==> config.mk <==
export PLATFORM = sky130hd
export DESIGN_NAME = imem_loader
export DESIGN_NICKNAME = d
export VERILOG_FILES = /design/src/rtl/imem_loader.sv
export SDC_FILE = /design/constraint.sdc
export NUM_CORES = 1
export LEC_CHECK = 0
export BUFFER_PORTS_ARGS = -buffer_cell sky130_fd_sc_hd__buf_4
export CORE_MARGIN = 8
export CORE_UTILIZATION = 57
export CTS_BUF_LIST = sky130_fd_sc_hd__clkbuf_4 sky130_fd_sc_hd__clkbuf_8
export CTS_CLUSTER_SIZE = 14
export DETAILED_ROUTE_END_ITERATION = 8
export GPL_ROUTABILITY_DRIVEN = 0
export PLACE_DENSITY = 0.93
export SYNTH_ARGS = -nofsm -noshare
export SYNTH_HDL_FRONTEND = slang
export SYNTH_SLANG_ARGS = --single-unit
==> constraint.sdc <==
create_clock -name clk -period 2.15 [get_ports clk]
set_clock_uncertainty 0.05 [all_clocks]
set_input_delay 0.5375 -clock clk [delete_from_list [all_inputs] [get_ports clk]]
set_output_delay 0.5375 -clock clk [all_outputs]
set_load 0.01 [all_outputs]
==> src/rtl/imem_loader.sv <==
// imem_loader: byte-serial loader writing 19-bit words into instruction memory from address 0
// Ports:
//   clk, rst (async active-low)       clock and reset
//   start                             begin a load (honoured only in IDLE)
//   rx_data, rx_valid / rx_ready      incoming byte stream: 2-byte length header, then 3 bytes per word
//   mem_we, mem_addr, mem_wdata       instruction memory write port
//   cpu_hold, busy                    high while a load is in progress
//   done, err                         completion pulse, sticky error flag
module imem_loader #(
  parameter int ADDR_W = 12,
  parameter int DATA_W = 19
) (
  input  logic              clk,
  input  logic              rst,
  input  logic              start,
  input  logic [7:0]        rx_data,
  input  logic              rx_valid,
  output logic              rx_ready,
  output logic              mem_we,
  output logic [ADDR_W-1:0] mem_addr,
  output logic [DATA_W-1:0] mem_wdata,
  output logic              cpu_hold,
  output logic              busy,
  output logic              done,
  output logic              err
);
  typedef enum logic [2:0] {IDLE, LEN_LO, LEN_HI, B0, B1, B2, WRITE, DONE} state_t;
  state_t state, state_n;
  logic [11:0] count;
  logic acc;
  assign acc = rx_valid && rx_ready;
  always_comb begin
    state_n = state;
    case (state)
      IDLE:    state_n = start ? LEN_LO : IDLE;
      LEN_LO:  state_n = acc ? LEN_HI : LEN_LO;
      LEN_HI:  state_n = !acc ? LEN_HI : (|rx_data[7:4]) ? IDLE : ({rx_data[3:0], count[7:0]} == 12'd0) ? DONE : B0;
      B0:      state_n = acc ? B1 : B0;
      B1:      state_n = acc ? B2 : B1;
      B2:      state_n = acc ? WRITE : B2;
      WRITE:   state_n = (count == 12'd1) ? DONE : B0;
      DONE:    state_n = IDLE;
      default: state_n = IDLE;
    endcase
  end
  // Outputs are flops decoded from the next state so they line up with the state register.
  always_ff @(posedge clk or negedge rst) begin
    if (!rst) begin
      state     <= IDLE;
      count     <= '0;
      rx_ready  <= 1'b0;
      mem_we    <= 1'b0;
      mem_addr  <= '0;
      mem_wdata <= '0;
      cpu_hold  <= 1'b0;
      busy      <= 1'b0;
      done      <= 1'b0;
      err       <= 1'b0;
    end else begin
      state    <= state_n;
      rx_ready <= state_n inside {LEN_LO, LEN_HI, B0, B1, B2};
      mem_we   <= state_n == WRITE;
      cpu_hold <= state_n != IDLE;
      busy     <= state_n != IDLE;
      done     <= state_n == DONE;
      if (state == IDLE && start) begin
        err      <= 1'b0;
        mem_addr <= '0;
      end
      if (acc && state == LEN_LO) count[7:0] <= rx_data;
      if (acc && state == LEN_HI) begin
        count[11:8] <= rx_data[3:0];
        if (|rx_data[7:4]) err <= 1'b1;
      end
      if (acc && state == B0) mem_wdata[7:0] <= rx_data;
      if (acc && state == B1) mem_wdata[15:8] <= rx_data;
      if (acc && state == B2) begin
        mem_wdata[DATA_W-1:16] <= rx_data[DATA_W-17:0];
        // Stray high bits flag an error but the word is still written.
        if (|rx_data[7:DATA_W-16]) err <= 1'b1;
      end
      if (state == WRITE) begin
        count    <= count - 1'b1;
        mem_addr <= mem_addr + 1'b1;
      end
    end
  end
endmodule

Word level (Yosys, flattened, before mapping)
Index checks and enable logic that the tools add are counted.
{ "word_totals": {"reg_bits": 51, "out_inout_bits": 37, "wordCells": 65, "input_bits": 12} }
{ "classes": {"n_eq_ne": 15, "n_mux": 20, "addsub": 2, "reduce_logical": 16} }
{ "ops": {"columns": ["op", "n"], "rows": [
  ["$mux W12", 3],
  ["$eq A3 B3 Y1 const B", 8],
  ["$pmux W3 S8", 1],
  ["$mux W3", 5],
  ["$add A12 B1 Y12 const B", 1],
  ["$eq A12 B1 Y1 const B", 1],
  ["$eq A3 B2 Y1 const B", 4],
  ["$logic_not A12 Y1", 1],
  ["$sub A12 B1 Y12 const B", 1],
  ["$mux W8", 1],
  ["$logic_and A1 B1 Y1", 7],
  ["$mux W1", 7],
  ["$eq A3 B1 Y1 const B", 2],
  ["$reduce_bool A2 Y1", 3],
  ["$reduce_bool A5 Y1", 1],
  ["$reduce_or A5 Y1", 1],
  ["$mux W2", 2],
  ["$mux W4", 1],
  ["$reduce_or A4 Y1", 1],
  ["$logic_not A3 Y1", 1],
  ["$reduce_bool A3 Y1", 1]
]} }

Logic depth before layout (Yosys ltp)
Gate-level depths: netlist of the first run.
{ "depth": {"word_depth": 7, "depth_mapped": 7, "ltp_nobuf": 6} }

Worst setup path before layout of the first run
No wires, ideal clock.
{ "synth_timing": {"kind": "input to register", "startpoint": "input rx_data[4]", "endpoint": "register rx_ready", "t_required_ns": 2.021, "path_stages": 5, "setup_ns": 0.079, "slack_ns": 0.247, "arrival_ns": 1.774, "path_cell_list": "or4_1 -> nor2_1 -> nand4_1 -> o21ai_4 -> mux2i_1"} }
{ "synth_via": {"elab_chain_cells": 6, "word_cells_on_any_way": 10} }
{ "synth_rtl": {"columns": ["element", "line", "source"], "rows": [
  ["from (decl)", "16", "input logic [7:0] rx_data,"],
  ["$reduce_or A4 Y1 (*)", "37", "LEN_HI: state_n = !acc ? LEN_HI : (|rx_data[7:4]) ? IDLE : ({rx_data[3:0], count[7:0]} == 12'd0) ? DONE : B0;"],
  ["$mux W3 (*) (2 in a row)", "37", null],
  ["$pmux W3 S8 (*)", "34", "case (state)"],
  ["named net state_n[2]", "28", "state_t state, state_n;"],
  ["$eq A3 B1 Y1, or another cell as far along", "61", "rx_ready <= state_n inside {LEN_LO, LEN_HI, B0, B1, B2};"],
  ["$reduce_bool A5 Y1 (*)", "61", null],
  ["to (signal assigned)", "61", null],
  ["to (decl)", "18", "output logic rx_ready,"]
]} }
Mark *: on every way through the listed nets, which the timed path passes. The rest lies on a longest branch.
A chain may end at the register's enable or synchronous reset.

Worst setup path after layout of the first run
{ "layout_timing": {"startpoint": "register state[0]", "endpoint": "register count[4]"} }
{ "layout_via": {"elab_chain_cells": 3, "word_cells_on_any_way": 5} }
{ "layout_rtl": {"columns": ["element", "line", "source"], "rows": [
  ["from (decl)", "28", null],
  ["from (signal assigned)", "60", "state <= state_n;"],
  ["$eq A3 B1 Y1", "70", "if (acc && state == LEN_LO) count[7:0] <= rx_data;"],
  ["$logic_and A1 B1 Y1", "70", null],
  ["$reduce_bool A2 Y1 (no line)", null, null],
  ["to (signal assigned)", "70", null],
  ["to (signal assigned)", "83", "count <= count - 1'b1;"],
  ["to (decl)", "29", "logic [11:0] count;"]
]} }
Several ways; a longest one is shown, not always the timed one.

==> load_flow_metrics.sql, run 1 <==
INSERT INTO impl_metrics (metric_group, metric, value, unit) VALUES
('floorplan', 'number_of_top_level_pins', '49', ''),
('placed_design', 'detailed_place_hpwl', '4550', 'µm'),
('clock_network', 'cts_buffers', '5', ''),
('worst_setup_path', 'timing.critical_path.slowest_cell_delay', '0.59', 'ns'),
('cells_and_area', 'fillers', '305', ''),
('synth', 'area_fraction_in_compound_gates_after_synthesis', '15.0', '%'),
('clock_network', 'clock_tree.htree_level_count', '2', ''),
('timing', 'finalMaxSlewViolations', '0', ''),
('power_and_ir_drop', 'totalPowerFinal', '3.91', 'mW'),
('worst_setup_path', 'crit_path_category', 'reg2reg', ''),
('timing', 'final_setup_violation_count', '0', ''),
('placed_design', 'io_buffer_count', '48', ''),
('clock_network', 'cts_stage_hold_buffer_count', '0', ''),
('run', 'drv_cap', '0', ''),
('floorplan', 'die-area', '6780', 'µm²'),
('timing', 'grt_setup_unrepaired', 'false', ''),
('floorplan', 'core.rowCount', '24', ''),
('floorplan', 'initial_core_util', '58.4', '%'),
('route', 'post_drt_wl_per_cell', '17.6', 'µm'),
('route', 'routed_wl', '6150', 'µm'),
('power_and_ir_drop', 'power.switching', '1.52', 'mW'),
('power_and_ir_drop', 'power_density', '1280', 'nW/µm²'),
('synth', 'largest_family_of_logic_cells_by_synthesized_area', 'simple AND/OR/NAND/NOR gates', ''),
('timing', 'finalCriticalPeriod', '1.95', 'ns'),
('route', 'route.detailed.vias_per_inst', '6.11', ''),
('synth', 'ys_seq_elements', '51', ''),
('status', 'status', 'finished, final reports clean', ''),
('timing', 'slew_headroom', '58.7', '%'),
('synth', 'syn_nets', '257', ''),
('placed_design', 'place_ws', '-0.00535', 'ns'),
('synth', 'syn_avg_cell_area', '10.4', 'µm²'),
('worst_setup_path', 'critical_path.slowest_cell', 'sky130_fd_sc_hd__dfrtp_1', ''),
('clock_network', 'postCtsSetupBuffers', '0', ''),
('synth', 'ys.flop_type', 'sky130_fd_sc_hd__dfrtp_1', ''),
('worst_setup_path', 'cp_top_family', 'simple AND/OR/NAND/NOR gates', ''),
('route', 'drc', '0', ''),
('clock_network', 'clock_insertion_delay_worst_skew', '0.31', 'ns'),
('power_and_ir_drop', 'cell_internal_pwr', '2.40', 'mW'),
('synth', 'adder_and_majority_cell_fraction_of_the_synthesized_area', '2.00', '%'),
('global_route', 'grtUsageTotal', '19.2', '%'),
('timing', 'tightest_slew', '0.620', 'ns'),
('power_and_ir_drop', 'sequential_share_of_power', '41.5', '%'),
('clock_network', 'root_buffer', 'sky130_fd_sc_hd__clkbuf_8', ''),
('worst_setup_path', 'worstPathArrival', '2.15', 'ns'),
('clock_network', 'cts_tree', 'yes', ''),
('synth', 'yosysSeqAreaShare', '50.9', '%'),
('synth', 'ys_types', '45', ''),
('worst_setup_path', 'worst_path_buffer_plus_inverter_count', '0', ''),
('power_and_ir_drop', 'clkPwrFrac', '15.0', '%'),
('timing', 'maxClockFrequency', '513', 'MHz'),
('synth', 'netlist.area_leader.share', '50.9', '%'),
('route', 'route.antenna.remaining_nets', '0', ''),
('timing', 'final_min_period_over_clock_period', '90.6', '%'),
('floorplan', 'core_area', '4290', 'µm²'),
('timing', 'hold_slack', '0.177', 'ns'),
('power_and_ir_drop', 'power.leakage', '1.38', 'nW'),
('placed_design', 'placed_cells', '342', ''),
('power_and_ir_drop', 'switching_share', '38.7', '%'),
('synth', 'share_of_synthesized_registers_carrying_an_async_set_or_reset', '100', '%'),
('cells_and_area', 'final_cell_count_no_fill', '350', ''),
('route', 'detailedRoute.firstPassIterationCount', '4', ''),
('synth', 'portion_of_netlist_area_occupied_by_mux_cells', '9.73', '%'),
('cells_and_area', 'layout.nets', '313', ''),
('timing', 'layout_setup_ws', '0.203', 'ns'),
('cells_and_area', 'antenna-diode-count', '0', ''),
('worst_setup_path', 'required_time_reported_for_the_critical_path_endpoint', '2.35', 'ns'),
('synth', 'synthTopCellsByArea', 'sky130_fd_sc_hd__dfrtp_1 (51%), sky130_fd_sc_hd__mux2_2 (8.5%), sky130_fd_sc_hd__nand2_1 (4.3%), sky130_fd_sc_hd__o21ai_0 (3.4%), sky130_fd_sc_hd__nand3_1 (3.0%)', ''),
('clock_network', 'post_cts.resized_instances', '0', ''),
('hold_path', 'hold_path_class', 'in2async', ''),
('synth', 'synth_edf_count', '0', ''),
('synth', 'share_of_the_synthesized_netlist_area_taken_by_xor_and_xnor_gates', '0', '%');
worst paths after layout:
check	endpoint	from	slack [ns]	depth (start not counted)
max	count[4]	state[0]	0.20	5
min	mem_addr[6]	rst	0.18	1
max reg2reg	count[4]	state[0]	0.20	5
min reg2reg	mem_addr[11]	mem_addr[11]	0.46	1
max in group asynchronous	rx_ready	rst	1.45	1
min in group clk	mem_wdata[13]	rx_data[5]	0.43	2
flip-flops by register name, summed over array words and instances (netlist names):
register / cells
state: 3
mem_wdata: 19
err: 1
mem_we: 1
count: 12
done: 1
busy: 1
mem_addr: 12
rx_ready: 1
power groups by stage:
stage / sequential, mW / clock, mW / combinational (mW)
2_1_floorplan: 1.66 / 0 / 0.952
3_3_place_gp: 1.61 / 0 / 1.64
4_1_cts: 1.62 / 0.597 / 1.71
5_1_grt: 1.67 / 0.644 / 1.86
6_report: 1.62 / 0.588 / 1.70
3_5_place_dp: 1.63 / 0 / 1.71
routing by layer:
metal  track usage (%)  wire (µm)  up-vias  share of wire, %
met1              24.7       2490     1034                40
met3              7.25        637       14                10
met4              5.09         91        0               1.5
met5                 0          0        -                 0
li1                  -          -      997                 -
met2              29.8       2930       95                48
cell usage after synthesis, types with 4 or more instances:
library cell / instances
sky130_fd_sc_hd__and3_1: 6
sky130_fd_sc_hd__nand3_1: 15
sky130_fd_sc_hd__dfrtp_1: 51
sky130_fd_sc_hd__clkbuf_1: 6
sky130_fd_sc_hd__a21oi_1: 8
sky130_fd_sc_hd__o211ai_1: 4
sky130_fd_sc_hd__nand2_1: 29
sky130_fd_sc_hd__inv_1: 5
sky130_fd_sc_hd__o21ai_0: 17
sky130_fd_sc_hd__nor2_1: 19
sky130_fd_sc_hd__mux2_2: 19
sky130_fd_sc_hd__ha_1: 4
sky130_fd_sc_hd__nor3_1: 6
layout make-up:
type                    instances  area [µm²]  share of cell area [%]
clock inverters                 3        28.8                   0.941
flip-flops and latches         51        1280                    41.8
repair buffers                 59         443                    14.5
well taps                      52        65.1                    2.13
clock buffers                   5        68.8                    2.25
inverters                       5        18.8                   0.614
multi-input cells             175        1160                    37.8
through the flow:
stage               instance area (µm²)  utilization, %
floorplan                          2510               -
global placement                   2960            68.9
detailed placement                 2960            68.9
finish                             3060            71.2
global route                       3060            71.2
CTS                                3060            71.2
cells in the final DEF (no fill, tap or decap), types with 5 or more instances in the layout:
master / n
sky130_fd_sc_hd__buf_4: 59
sky130_fd_sc_hd__dfrtp_1: 51
sky130_fd_sc_hd__nand2_1: 29
sky130_fd_sc_hd__nor2_1: 19
sky130_fd_sc_hd__mux2_2: 19
sky130_fd_sc_hd__o21ai_0: 17
sky130_fd_sc_hd__nand3_1: 15
sky130_fd_sc_hd__a21oi_1: 8
sky130_fd_sc_hd__and3_1: 6
sky130_fd_sc_hd__nor3_1: 6
sky130_fd_sc_hd__inv_1: 5
sky130_fd_sc_hd__clkbuf_8: 5
cells by family (layout without fill, tap and decap cells):
group           count (synthesis)  in the layout
compound gates                 54             54
buf+inv                        15             72
flops                          51             51
simple gates                   95             95
fa+ha+maj                       4              4
mux                            22             22
No activity file was read; power rests on OpenSTA's default activity.
==> run 2, diff against run 1 <==
- ABC_AREA: not set -> 1
==> run 2 against run 1 <==
Against the previous run:
- first-iteration DRC count grew 1.4%
- global-route usage down 0.73 points
- critical path depth is 1 higher
- die area up 3.0%
- critical path type unchanged
- clock power up 34%
- fmax increased by 12%
- non-clock buffer count is 9 lower
==> load_flow_metrics.sql, run 2 <==
INSERT INTO impl_metrics (metric_group, metric, value, unit) VALUES
('power_and_ir_drop', 'cell_internal_pwr', '2.45', 'mW'),
('clock_network', 'cts_buffers', '5', ''),
('synth', 'syn_avg_cell_area', '8.03', 'µm²'),
('timing', 'slew_headroom', '58.8', '%'),
('worst_setup_path', 'r2r_cells', '6', ''),
('synth', 'ys_types', '28', ''),
('cells_and_area', 'largest_register_ff_count', '19', ''),
('synth', 'synth_edf_count', '0', ''),
('global_route', 'grt_pass1_vias', '2303', ''),
('timing', 'hold_viol', '0', ''),
('timing', 'final_setup_violation_count', '0', ''),
('placed_design', 'place_ws', '0.363', 'ns'),
('route', 'post_drt_wl_per_cell', '15.2', 'µm'),
('timing', 'finalMaxSlewViolations', '0', ''),
('cells_and_area', 'fin_util', '71.5', '%'),
('route', 'detailedRoute.firstPassIterationCount', '6', ''),
('timing', 'tightest_slew', '0.618', 'ns'),
('cells_and_area', 'most_common_cell_after_layout_fill_and_taps_aside', 'sky130_fd_sc_hd__nand2_1', ''),
('power_and_ir_drop', 'comb_power_share', '40.2', '%'),
('synth', 'netlist.area_leader.share', '49.0', '%'),
('synth', 'ys.flop_type', 'sky130_fd_sc_hd__dfrtp_1', ''),
('hold_path', 'hold_path_class', 'in2async', ''),
('route', 'route.antenna.remaining_nets', '0', ''),
('clock_network', 'postCtsSetupBuffers', '0', ''),
('power_and_ir_drop', 'sequential_share_of_power', '40.2', '%'),
('clock_network', 'post_cts.resized_instances', '0', ''),
('clock_network', 'cts_tree', 'yes', ''),
('cells_and_area', 'fillers', '325', ''),
('worst_setup_path', 'crit_path_category', 'reg2reg', ''),
('placed_design', 'detailed_place_hpwl', '4620', 'µm'),
('power_and_ir_drop', 'switching_share', '38.9', '%'),
('synth', 'mappedNetlistArea', '2600', 'µm²'),
('floorplan', 'die_h', '83.6', 'µm'),
('synth', 'post-synth-top-area-cell', 'sky130_fd_sc_hd__dfrtp_1', ''),
('synth', 'yosysMostFrequentCell', 'sky130_fd_sc_hd__nand2_1', ''),
('power_and_ir_drop', 'vdd.ir_drop.worst', '0.654', 'mV'),
('global_route', 'grtUsageTotal', '18.5', '%'),
('synth', 'share_of_the_synthesized_netlist_area_taken_by_xor_and_xnor_gates', '0.337', '%'),
('cells_and_area', 'drive_gt1_share', '21.9', '%'),
('synth', 'yosysSeqAreaShare', '49.0', '%'),
('synth', 'synth.top_cells.by_count', 'sky130_fd_sc_hd__nand2_1 (77), sky130_fd_sc_hd__dfrtp_1 (51), sky130_fd_sc_hd__inv_1 (42)', ''),
('worst_setup_path', 'worstPathArrival', '1.87', 'ns'),
('floorplan', 'die-area', '6980', 'µm²'),
('synth', 'area_fraction_in_compound_gates_after_synthesis', '13.0', '%'),
('global_route', 'grt_max_degree', '52', ''),
('worst_setup_path', 'r2r_end', 'count[11]', ''),
('worst_setup_path', 'critical_path.max_fanout', '21', ''),
('timing', 'setup_total_negative_slack', '0', 'ns'),
('timing', 'grt_setup_unrepaired', 'false', ''),
('power_and_ir_drop', 'power_density', '1280', 'nW/µm²'),
('clock_network', 'cts_stage_hold_buffer_count', '0', ''),
('synth', 'syn_nets', '340', ''),
('timing', 'layout_setup_ws', '0.419', 'ns'),
('cells_and_area', 'layout.nets', '390', ''),
('clock_network', 'root_buffer', 'sky130_fd_sc_hd__clkbuf_8', ''),
('timing', 'hold_slack', '0.194', 'ns'),
('timing', 'finalCriticalPeriod', '1.73', 'ns'),
('floorplan', 'core.rowCount', '24', ''),
('worst_setup_path', 'rrSetupSlack', '0.42', 'ns'),
('route', 'detailedRoute.firstIterationViolations', '215', ''),
('route', 'drc', '0', ''),
('synth', 'ys_seq_elements', '51', ''),
('power_and_ir_drop', 'power.leakage', '1.63', 'nW'),
('global_route', 'global_route.overflow_total', '0', ''),
('synth', 'largest_family_of_logic_cells_by_synthesized_area', 'simple AND/OR/NAND/NOR gates', ''),
('floorplan', 'initial_core_util', '59.4', '%'),
('timing', 'final_min_period_over_clock_period', '80.5', '%'),
('global_route', 'first_pass_grt_wire_length', '10900', 'µm'),
('floorplan', 'core_area', '4380', 'µm²'),
('worst_setup_path', 'crit_path_end_kind', 'flop', ''),
('worst_setup_path', 'required_time_reported_for_the_critical_path_endpoint', '2.29', 'ns'),
('clock_network', 'clock_insertion_delay_worst_skew', '0.31', 'ns'),
('clock_network', 'maximum_clock_insertion_buffer_count', '2', ''),
('floorplan', 'number_of_top_level_pins', '49', ''),
('global_route', 'grt_antenna_before_repair', '0', ''),
('synth', 'portion_of_netlist_area_occupied_by_mux_cells', '0', '%'),
('worst_setup_path', 'rr_startpoint', 'state[0]', ''),
('clock_network', 'clkSinkCount', '51', ''),
('timing', 'maxClockFrequency', '578', 'MHz'),
('cells_and_area', 'antenna-diode-count', '0', ''),
('cells_and_area', 'layout-area-overhead-vs-synth', '20.4', '%'),
('synth', 'number_of_standard_cells_after_synthesis', '324', ''),
('cells_and_area', 'regs_by_ff_count', 'mem_wdata x19, count x12, mem_addr x12', ''),
('synth', 'synthTopCellsByArea', 'sky130_fd_sc_hd__dfrtp_1 (49%), sky130_fd_sc_hd__nand2_1 (11%), sky130_fd_sc_hd__o21ai_0 (6.5%), sky130_fd_sc_hd__inv_1 (6.1%), sky130_fd_sc_hd__nor2_1 (4.9%)', ''),
('route', 'vias', '2425', ''),
('synth', 'synth.yosys.warnings', '0', ''),
('cells_and_area', 'final_cell_mix', 'sky130_fd_sc_hd__nand2_1 (77), sky130_fd_sc_hd__dfrtp_1 (51), sky130_fd_sc_hd__buf_4 (50), sky130_fd_sc_hd__inv_1 (42)', ''),
('route', 'routed_wl', '6500', 'µm'),
('route', 'route.detailed.vias_per_inst', '5.68', ''),
('floorplan', 'die_w', '83.6', 'µm'),
('status', 'status', 'finished, final reports clean', ''),
('synth', 'synthSimpleGateAreaFrac', '27.4', '%'),
('clock_network', 'clock_tree.htree_level_count', '2', ''),
('worst_setup_path', 'critical_path.startpoint_type', 'flop', ''),
('clock_network', 'worst_setup_hold_path_clk_slew', '0.10', 'ns'),
('power_and_ir_drop', 'power.switching', '1.55', 'mW'),
('synth', 'share_of_synthesized_registers_carrying_an_async_set_or_reset', '100', '%'),
('run', 'drv_cap', '0', ''),
('cells_and_area', 'largest_register', 'mem_wdata', ''),
('placed_design', 'io_buffer_count', '48', ''),
('power_and_ir_drop', 'clkPwrFrac', '19.6', '%'),
('synth', 'adder_and_majority_cell_fraction_of_the_synthesized_area', '1.92', '%');
[run 2: kinds of logic after synthesis]
| family | count (synthesis) |
|---|---|
| DFF | 51 |
| AOI/OAI and AO/OA | 60 |
| and+or+nand+nor | 156 |
| xor gates and xnor gates | 1 |
| buffers and inverters | 52 |
| adders and majority gates | 4 |
[run 2: routing by layer]
metal	global-route usage [%]	vias to the layer above	share of wire [%]
met5	0	-	0
met4	6.91	0	1.5
met3	4.10	14	7.7
met2	32.8	123	52
met1	21.0	1139	39
li1	-	1149	-
[run 2: metrics by stage]
step                      instances  power, mW  area [µm²]
after CTS                       427       4.01        3130
final                           427       4.00        3130
after global placement          419       3.14        3000
after global routing            427       4.29        3130
after floorplan                 324       2.59        2600
after detailed placement        419       3.22        3000
[run 2: final cells by class]
class                   instances  area (µm²)  share of cell area (%)
clock buffers                   5        68.8                    2.20
well taps                      52        65.1                    2.08
clock inverters                 3        67.6                    2.16
repair buffers                 50         375                    12.0
inverters                      45         169                    5.39
multi-input cells             221        1110                    35.5
flip-flops and latches         51        1280                    40.7
[run 2: critical path: stages (launching register included)]
cell and delay (ns):
sky130_fd_sc_hd__dfrtp_1 0.44, sky130_fd_sc_hd__inv_1 0.15, sky130_fd_sc_hd__nand3_4 0.19, sky130_fd_sc_hd__inv_2 0.36, sky130_fd_sc_hd__nor2_1 0.19, sky130_fd_sc_hd__a22oi_1 0.17
sky130_fd_sc_hd__nand2_1 0.07
[run 2: power by group through the flow]
stage | Sequential (mW) | Clock (mW) | Combinational [mW]
global route | 1.66 | 0.829 | 1.80
detailed placement | 1.62 | 0 | 1.60
finish | 1.61 | 0.785 | 1.61
floorplan | 1.65 | 0 | 0.934
CTS | 1.60 | 0.788 | 1.62
global placement | 1.60 | 0 | 1.53
[run 2: worst max path at each step]
stage | to | start
floorplan | rx_ready | rx_valid
global placement | rx_ready | rx_valid
detailed placement | rx_ready | rx_valid
CTS | mem_addr[11] | state[0]
global route | count[6] | count[0]
finish | count[11] | state[0]
